`src/rtl/cpu_hazard_ctrl.sv`:
```
// Hazard detection and operand forwarding control for the 5-step pipeline.
// Tracks the destinations of the instructions in steps 3..5 against the step-2 reader.
module cpu_hazard_ctrl #(
  parameter int WIDTH          = 32,
  parameter int REGFILE_BYPASS = 0,
  parameter int CNT_WIDTH      = 16
) (
  input  logic                 clk,
  input  logic                 rst,
  input  logic [WIDTH-1:0]     instr_step_2,
  input  logic                 valid_step_2,
  input  logic                 branch_taken_step_3,
  input  logic                 mem_busy,
  output logic                 is_send_from_alu_rs,
  output logic                 is_send_from_alu_rt,
  output logic                 is_send_from_mem_rs,
  output logic                 is_send_from_mem_rt,
  output logic                 control_mux_for_rt_rd,
  output logic                 control_mux_for_wnum,
  output logic [4:0]           wnum_step_5,
  output logic                 is_write_reg,
  output logic                 stall_step_2,
  output logic                 flush_step_2,
  output logic                 bubble_step_3,
  output logic [CNT_WIDTH-1:0] stall_cnt,
  output logic [CNT_WIDTH-1:0] flush_cnt
);

  localparam bit Bypass = (REGFILE_BYPASS != 0);

  logic [5:0] opcode;
  logic [4:0] rsNum, rtNum, rdNum;
  logic       unusedInstrBits;

  assign opcode          = instr_step_2[31:26];
  assign rsNum           = instr_step_2[25:21];
  assign rtNum           = instr_step_2[20:16];
  assign rdNum           = instr_step_2[15:11];
  assign unusedInstrBits = ^instr_step_2[10:0];

  logic       readsRs, readsRt, writesReg, isLoad;
  logic [4:0] dstNum;

  always_comb begin
    readsRs   = 1'b0;
    readsRt   = 1'b0;
    writesReg = 1'b0;
    isLoad    = 1'b0;
    dstNum    = rtNum;
    case (opcode)
      6'h00: begin
        readsRs   = 1'b1;
        readsRt   = 1'b1;
        writesReg = 1'b1;
        dstNum    = rdNum;
      end
      6'h08, 6'h09, 6'h0A, 6'h0C, 6'h0D, 6'h0E, 6'h0F: begin
        readsRs   = 1'b1;
        writesReg = 1'b1;
      end
      6'h23: begin
        readsRs   = 1'b1;
        writesReg = 1'b1;
        isLoad    = 1'b1;
      end
      6'h2B, 6'h04, 6'h05: begin
        readsRs = 1'b1;
        readsRt = 1'b1;
      end
      default: ;
    endcase
    // r0 is hardwired, so a write to it is never a producer
    if (dstNum == 5'd0) writesReg = 1'b0;
  end

  logic       v3_q, w3_q, ld3_q, v4_q, w4_q, ld4_q, v5_q, w5_q, ld5_q;
  logic [4:0] dst3_q, dst4_q, dst5_q;
  logic       v3_d, w3_d, ld3_d, v4_d, w4_d, ld4_d, v5_d, w5_d, ld5_d;
  logic [4:0] dst3_d, dst4_d, dst5_d;
  logic [CNT_WIDTH-1:0] stallCnt_q, stallCnt_d, flushCnt_q, flushCnt_d;

  logic m3Rs, m3Rt, m4Rs, m4Rt, m5Rs, m5Rt;
  assign m3Rs = readsRs & v3_q & w3_q & (dst3_q == rsNum) & (rsNum != 5'd0);
  assign m3Rt = readsRt & v3_q & w3_q & (dst3_q == rtNum) & (rtNum != 5'd0);
  assign m4Rs = readsRs & v4_q & w4_q & (dst4_q == rsNum) & (rsNum != 5'd0);
  assign m4Rt = readsRt & v4_q & w4_q & (dst4_q == rtNum) & (rtNum != 5'd0);
  assign m5Rs = readsRs & v5_q & w5_q & (dst5_q == rsNum) & (rsNum != 5'd0);
  assign m5Rt = readsRt & v5_q & w5_q & (dst5_q == rtNum) & (rtNum != 5'd0);

  logic loadUse, step5Hazard, hz;
  assign loadUse     = (m3Rs | m3Rt) & ld3_q;
  assign step5Hazard = !Bypass & ((m5Rs & !m3Rs & !m4Rs) | (m5Rt & !m3Rt & !m4Rt));
  // a taken branch squashes the reader anyway, so it never needs to wait
  assign hz          = valid_step_2 & (loadUse | step5Hazard) & !branch_taken_step_3;

  assign is_send_from_alu_rs   = m3Rs & !ld3_q;
  assign is_send_from_alu_rt   = m3Rt & !ld3_q;
  assign is_send_from_mem_rs   = m4Rs & !m3Rs;
  assign is_send_from_mem_rt   = m4Rt & !m3Rt;
  assign control_mux_for_rt_rd = (opcode == 6'h00);
  assign control_mux_for_wnum  = 1'b1;
  assign wnum_step_5           = dst5_q;
  assign is_write_reg          = v5_q & w5_q & !mem_busy;
  assign stall_step_2          = hz | mem_busy;
  assign bubble_step_3         = (hz | branch_taken_step_3) & !mem_busy;
  assign flush_step_2          = branch_taken_step_3 & !mem_busy;
  assign stall_cnt             = stallCnt_q;
  assign flush_cnt             = flushCnt_q;

  always_comb begin
    v3_d = v3_q;  w3_d = w3_q;  dst3_d = dst3_q;  ld3_d = ld3_q;
    v4_d = v4_q;  w4_d = w4_q;  dst4_d = dst4_q;  ld4_d = ld4_q;
    v5_d = v5_q;  w5_d = w5_q;  dst5_d = dst5_q;  ld5_d = ld5_q;
    stallCnt_d = stallCnt_q;
    flushCnt_d = flushCnt_q;
    if (!mem_busy) begin
      v5_d = v4_q;  w5_d = w4_q;  dst5_d = dst4_q;  ld5_d = ld4_q;
      v4_d = v3_q;  w4_d = w3_q;  dst4_d = dst3_q;  ld4_d = ld3_q;
      if (bubble_step_3) begin
        v3_d = 1'b0;  w3_d = 1'b0;  dst3_d = 5'd0;  ld3_d = 1'b0;
      end else begin
        v3_d = valid_step_2;  w3_d = writesReg;  dst3_d = dstNum;  ld3_d = isLoad;
      end
      if (hz && (stallCnt_q != '1)) stallCnt_d = stallCnt_q + CNT_WIDTH'(1);
      if (flush_step_2 && (flushCnt_q != '1)) flushCnt_d = flushCnt_q + CNT_WIDTH'(1);
    end
  end

  always_ff @(posedge clk) begin
    if (rst) begin
      v3_q <= 1'b0;  w3_q <= 1'b0;  dst3_q <= 5'd0;  ld3_q <= 1'b0;
      v4_q <= 1'b0;  w4_q <= 1'b0;  dst4_q <= 5'd0;  ld4_q <= 1'b0;
      v5_q <= 1'b0;  w5_q <= 1'b0;  dst5_q <= 5'd0;  ld5_q <= 1'b0;
      stallCnt_q <= '0;
      flushCnt_q <= '0;
    end else begin
      v3_q <= v3_d;  w3_q <= w3_d;  dst3_q <= dst3_d;  ld3_q <= ld3_d;
      v4_q <= v4_d;  w4_q <= w4_d;  dst4_q <= dst4_d;  ld4_q <= ld4_d;
      v5_q <= v5_d;  w5_q <= w5_d;  dst5_q <= dst5_d;  ld5_q <= ld5_d;
      stallCnt_q <= stallCnt_d;
      flushCnt_q <= flushCnt_d;
    end
  end

endmodule

```
`config.mk`:
```
export PLATFORM = sky130hd
export DESIGN_NAME = cpu_hazard_ctrl
export DESIGN_NICKNAME = d
export VERILOG_FILES = /design/src/rtl/cpu_hazard_ctrl.sv
export SDC_FILE = /design/constraint.sdc
export NUM_CORES = 1
export LEC_CHECK = 0
export ABC_AREA = 1
export CAP_MARGIN = 20
export CORE_MARGIN = 8
export CORE_UTILIZATION = 40
export CTS_CLUSTER_DIAMETER = 40
export DETAILED_ROUTE_END_ITERATION = 12
export GPL_TIMING_DRIVEN = 0
export PLACE_DENSITY_LB_ADDON = 0.25
export SLEW_MARGIN = 15
export SYNTH_ARGS = -nofsm -noshare
export SYNTH_HDL_FRONTEND = slang
export SYNTH_SLANG_ARGS = --single-unit
```
`constraint.sdc`:
```
create_clock -name clk -period 2.4 [get_ports clk]
set_input_delay 0.48 -clock clk [delete_from_list [all_inputs] [get_ports clk]]
set_output_delay 0.48 -clock clk [all_outputs]
set_load 0.05 [all_outputs]
```
==> impl_metrics.toml <==
[route]
vias_per_cell = 5.11
drc = 0
drtAntennaViolNets = 0
drt_iter0_drc = 187
vias = 3702
route.detailed.wl_per_inst_um = 14.2
route.final.wire_length_um = 10300
drtPass1Iterations = 4

[power_and_ir_drop]
totalPowerFinal_mw = 1.92
vdd_ir_drop_max_mv = 0.226
pwr_density_cell_nw_per_um2 = 428
leakage_nw = 1.81

[final_layout]
finalInstanceArea_sq_um = 4490
flow.area_growth_from_synthesis_pct = 35.9
layout.core_utilization = 0.554
final_layout_size_suffix_gt1_frac = 0.231
antennaDiodeCount = 0
instances_no_fill = 725
design.final.nets = 658

[sta]
maxSlewHeadroom = 0.610
timing_hold_violations_final = 0
grt_setup_unrepaired = "yes"
timing.final.setup_violations = 1
final_period_minus_worst_setup_slack_ns = 2.40
fin_hold_ws_ns = 0.483
fin_ws_ns = -0.00261
layout_worst_path_cycle_share = 1.00
tightestPinTransition_ns = 0.583
f_max_mhz = 416
fin_worst_skew_ns = 0.0113
tns_ns = -0.00261
report.final.slew_viol_count = 0

[yosys]
synth_top_cell_by_area = "sky130_fd_sc_hd__dfxtp_1"
synth-main-ff-cell = "sky130_fd_sc_hd__dfxtp_1"
post-synth-top-count-cell = "sky130_fd_sc_hd__nand2_1"
synth_edf_count = 0
post_synth_num_cell_types = 33
synth_nets = 563
synth_cell_area_sq_um = 3300
postSynthAreaPerCell_sq_um = 6.30
synth_area_leaders = "sky130_fd_sc_hd__dfxtp_1, sky130_fd_sc_hd__nand2_1, sky130_fd_sc_hd__nor2_1"
seq_total_area_yosys = 0.327
synth.ff_latch_count = 54
netlist_instances = 524
async_flop_share = 0
synthDominantCellAreaShare = 0.327
synth_top_cells_by_count = "sky130_fd_sc_hd__nand2_1, sky130_fd_sc_hd__nor2_1, sky130_fd_sc_hd__inv_1, sky130_fd_sc_hd__dfxtp_1, sky130_fd_sc_hd__o21ai_0"
number_of_warning_messages_in_the_yosys_log = 0

[setup_path]
cp_data_required_time_ns = 1.92
worstReg2RegStart = "wnum_step_5[2]"
rr_worst_depth = 16
worst-endpoint-arrival_ns = 1.92
worst-r2r-setup-slack_ns = 0.17
startpoint_type = "input pin"
regToRegEndpoint = "stall_cnt[9]"
crit_type = "input pin to output pin"
crit_path_max_fanout = 7
critPathCaptureType = "output pin"

[place]
post_dp_cell_area_sq_um = 4140
number_of_instances_in_the_placed_design = 699
port_buffers = 70
dp_hpwl_um = 7680
place_ws_ns = -1.13
gp_routability_congestion = 0.885

[floorplan]
floorplan.die_area_sq_um = 11400
rows = 33
io_pins = 84
die_x_um = 107
die_height_um = 107
floorplan.initialDensity = 0.408
core-area_sq_um = 8090

[global_routing]
globalRoute.totalOverflow = 0
gr-usage-all-layers = 0.177
largest_net_degree_at_the_start_of_global_routing = 19
global_route_wire_length_before_repair_um = 16600
first_global_vias = 3533
antenna_found_initial = 0

[min_path]
hold_path.startpoint = "v3_q"
min_to = "v3_q"
hold_path.class = "flop to flop"
min_path_cells = 2

[run_status]
outcome = "complete, but fails checks"
violations = "negative setup slack"

[cts]
cts.path.max_buffers = 2
clock_tree.root_cell = "sky130_fd_sc_hd__clkbuf_8"
htree_num_levels = 2
numCtsBuffers = 5
clock_latency_ns = 0.32
cts_tree = "built"
clock_sink_count = 54
worst_setup_hold_path_clk_slew_ns = 0.11

[flow_run]
maxCapViolCount = 0
[repair_timing]
action	4_1_cts	5_1_grt
buffers inserted	13	5
pin swaps	21	17
endpoints found under the setup margin	11	14
cloned	0	0
hold buffers	0	0
gates resized for setup	98	48
[area by class of cell]
cell class                      count  area, sq um
Clock buffer                        5         68.8
Tap cell                          105          131
Clock inverter                      3         47.5
Inverter                           68          258
Timing Repair Buffer               88          793
Multi-Input combinational cell    389         2010
Fill cell                         817         3610
Sequential cell                    54         1100
Buffer                             13         73.8
[cell usage in the layout (no fill, tap or decap), types with 6 or more instances in the layout]
cell and count:
sky130_fd_sc_hd__nand2_1 107, sky130_fd_sc_hd__nor2_1 64, sky130_fd_sc_hd__inv_1 51, sky130_fd_sc_hd__clkdlybuf4s50_1 45, sky130_fd_sc_hd__dfxtp_1 41, sky130_fd_sc_hd__o21ai_0 37, sky130_fd_sc_hd__nand3_1 33, sky130_fd_sc_hd__a21oi_1 29
sky130_fd_sc_hd__nor2_2 22, sky130_fd_sc_hd__buf_4 19, sky130_fd_sc_hd__nand4_1 16, sky130_fd_sc_hd__inv_2 15, sky130_fd_sc_hd__nand2_2 13, sky130_fd_sc_hd__a21oi_2 13, sky130_fd_sc_hd__dfxtp_2 11, sky130_fd_sc_hd__nor3_1 10
sky130_fd_sc_hd__buf_2 9, sky130_fd_sc_hd__nand3_2 8, sky130_fd_sc_hd__xor2_1 7, sky130_fd_sc_hd__clkbuf_1 7, sky130_fd_sc_hd__clkdlybuf4s15_2 6
[kinds of logic (layout without fill, tap and decap cells)]
group | Yosys count | in the layout | share of synthesized area
other | 1 | 1 | 0.00114
AOI/OAI and AO/OA | 89 | 89 | 0.150
adders and majority gates | 2 | 2 | 0.00758
buffers and inverters | 81 | 177 | 0.0981
and+or+nand+nor | 287 | 287 | 0.389
DFF | 54 | 54 | 0.327
xor gates and xnor gates | 10 | 10 | 0.0265
[flip-flops by register name, indices dropped and copies added, names as in the netlist, 5 cells and up]
name and count:
dst3_q 5, dst4_q 5, flush_cnt 16, stall_cnt 16
wnum_step_5 5
[worst max-delay path by stage]
stage | start | end | slack, ns
detailed placement | instr_step_2[16] | bubble_step_3 | -1.13
CTS | v5_q | bubble_step_3 | -0.01
floorplan | stall_cnt[0] | stall_cnt[11] | 0.05
global route | wnum_step_5[4] | bubble_step_3 | -0.13
global placement | instr_step_2[16] | bubble_step_3 | -1.12
finish | valid_step_2 | stall_step_2 | -0.003
[layer usage]
metal	GRT usage	part of all wire	vias up
met3	0.0408	0.058	19
met5	0	0	-
li1	-	-	1877
met4	0.0613	0.027	0
met1	0.212	0.43	1708
met2	0.302	0.48	98
[critical path, stage by stage]
cell and delay, ns:
sky130_fd_sc_hd__clkdlybuf4s50_1 0.57, sky130_fd_sc_hd__inv_1 0.06, sky130_fd_sc_hd__nor2_1 0.45, sky130_fd_sc_hd__nand2_2 0.10, sky130_fd_sc_hd__nand2_2 0.10, sky130_fd_sc_hd__buf_8 0.15
[power breakdown]
group          switching, mW  total (mW)  internal [mW]  leakage, nW
logic                  0.211       0.331          0.120         1.31
clock network          0.331       0.648          0.317       0.0587
registers             0.0234       0.942          0.918        0.444
total                  0.565        1.92           1.36         1.81
Power figures use the tool's default switching activity.
==> variant (config.mk and constraints unchanged) <==
Change the parameter `CNT_WIDTH` from 16 to 32.
--- a/src/rtl/cpu_hazard_ctrl.sv
+++ b/src/rtl/cpu_hazard_ctrl.sv
@@ -3,7 +3,7 @@
 module cpu_hazard_ctrl #(
   parameter int WIDTH          = 32,
   parameter int REGFILE_BYPASS = 0,
-  parameter int CNT_WIDTH      = 16
+  parameter int CNT_WIDTH      = 32
 ) (
   input  logic                 clk,
   input  logic                 rst,
Ports: changed (resized flush_cnt and stall_cnt); port bits go from 84 to 116. The function was not compared with the original's and may differ.
==> variant against the unedited design <==
The run still ends with negative setup slack left. Cell count is 70% higher. Synthesized area is 67% higher. Wire length is 66% higher. Sequential cell count is 32 higher. Setup slack worse by 37 ps. Critical path depth is 5 higher. Clock skew is 2.5 ps lower. Final area is 63% higher. Total power is 72% higher. Critical path type unchanged. Critical endpoint unchanged. Largest cell class unchanged.
==> variant: results (changes against the unedited design) <==
drt:
  wl_per_cell_um: 13.8  # -2.3%
  drt_iter0_markers: 420  # +120%
  via_count: 6097  # +65%
  dr.pass1.iters: 5  # +1
power_and_ir_drop:
  internal_power_uw: 2440  # +80%
  ir_drop_mv: 0.245  # +8.2%
  p_leak_uw: 0.00309  # +71%
placed_design:
  gp_congestion: 0.911  # +2.9%
  io_buffers: 102  # +46%
  hpwl_um: 13000  # +70%
grt:
  grt_max_degree: 14  # -5
  grt_usage_pct: 18.8  # +1.1 points
  grt_pass1_vias: 5694  # +61%
  grt_pass1_wl_um: 27600  # +66%
  antenna_found_initial: 0  # unchanged
timing:
  setup_viol: 1  # unchanged
  setup_ws_ps: -39.2  # -36.5 ps
  skew_ps: 8.80  # -2.55 ps
  max_slew_margin_pct: 59.3  # -1.6 points
  tns_ps: -39.2  # -36.5 ps
  finalMaxSlewViolations: 0  # unchanged
cells_and_area:
  drive_gt1_share_pct: 15.0  # -8.0 points
  final_nets: 1085  # +65%
  antenna_cells: 0  # unchanged
status:
  status: "finished with violations"
  violations: "negative setup slack"
yosys:
  yosys-top-cells-area: "dfxtp_1 (31%), nand2_1 (18%), nor2_1 (11%)"
  netlist_top_cells_count: "nand2_1 (260), nor2_1 (156), inv_1 (122)"
  synth_ff_type: "dfxtp_1"
  synth_seq_area_share_pct: 31.3  # -1.4 points
  synth-edff-count: 0  # unchanged
  ys_warn_count: 0  # unchanged
  synth_nets: 959  # +70%
  synth-async-reset-ratio_pct: 0  # unchanged
  ys_types: 40  # +21%
clock_tree:
  ctsHtreeMaxLevel: 3  # +1
  insertion_delay_ps: 350  # +30 ps
  clockBufferDepth: 2  # unchanged
  root_buffer: "clkbuf_16"
  numCtsBuffers: 9  # +4
  clkTransAtPathRegs_ps: 60  # -50 ps
setup_path:
  critical_path.slowest_cell: "clkdlybuf4s15_1"
  cpPeakStageDelay_ps: 300  # -270 ps
  crit_fanout: 3  # -4
  cp_top_family: "simple AND/OR/NAND/NOR gates"
  critPathRequiredTime_ps: 1920  # about the same
worst_hold_path:
  min_path_type: "reg2reg"
## variant: power by group through the flow
stage / Sequential (µW) / Clock [µW] / Combinational (µW)
2_1_floorplan: 1530 / 0 / 192
3_3_place_gp: 1510 / 0 / 350
3_5_place_dp: 1510 / 0 / 350
4_1_cts: 1480 / 1470 / 368
5_1_grt: 1480 / 1550 / 422
6_report: 1480 / 1440 / 384
## variant: area by class of cell
cell class	count	area (µm²)
Buffer	23	134
Clock buffer	12	256
Clock inverter	4	45.0
Fill cell	1422	6330
Inverter	130	489
Multi-Input combinational cell	680	3370
Sequential cell	86	1750
Tap cell	180	225
Timing Repair Buffer	116	1060
## variant: per-stage QoR
stage,setup WS (ps),instance area (µm²),std cells
4_1_cts,-26.4,7260,1228
6_report,-39.2,7340,1231
3_3_place_gp,-1290,6760,1202
3_5_place_dp,-1290,6760,1202
2_1_floorplan,96.6,5520,920
5_1_grt,-117,7340,1231
## variant: path summary, 6_finish.rpt
kind	startpoint	end	slack, ps	cells after the start
setup / recovery	instr_step_2[30]	stall_step_2	-40	11
hold / removal	flush_cnt[4]$_SDFFE_PP0P_	flush_cnt[4]$_SDFFE_PP0P_	470	2
setup reg to reg	stall_cnt[0]$_SDFFE_PP0P_	stall_cnt[26]$_SDFFE_PP0P_	210	13
hold reg to reg	flush_cnt[4]$_SDFFE_PP0P_	flush_cnt[4]$_SDFFE_PP0P_	470	2
## variant: logic make-up (layout without fill, tap and decap cells)
kind of cell	Yosys count	after routing	share of synthesized area, %
AND/OR/NAND/NOR	558	558	43.9
XOR/XNOR	27	27	4.30
buffers and inverters	154	285	11.0
AO/OA/AOI/OAI	92	92	8.96
flip-flops	86	86	31.3
adder cells (fa/ha/maj)	2	2	0.455
other	1	1	0.0682
## variant: metal layers
metal	vias up	global-route usage [%]	share of wire (%)
met3	21	5.16	6.5
li1	3165	-	-
met2	168	29.7	45
met1	2743	24.4	47
met5	-	0	0
met4	0	5.49	1.6
## variant: worst min-delay path: stages (launching register included)
cell     delay, ps
dfxtp_1        320
inv_1           50
a21oi_1         50
## variant: timing repair
action / in CTS / in global routing
endpoints found under the setup margin: 9 / 7
setup buffers: 10 / 4
pin swaps: 11 / 22
gates resized for setup: 138 / 49
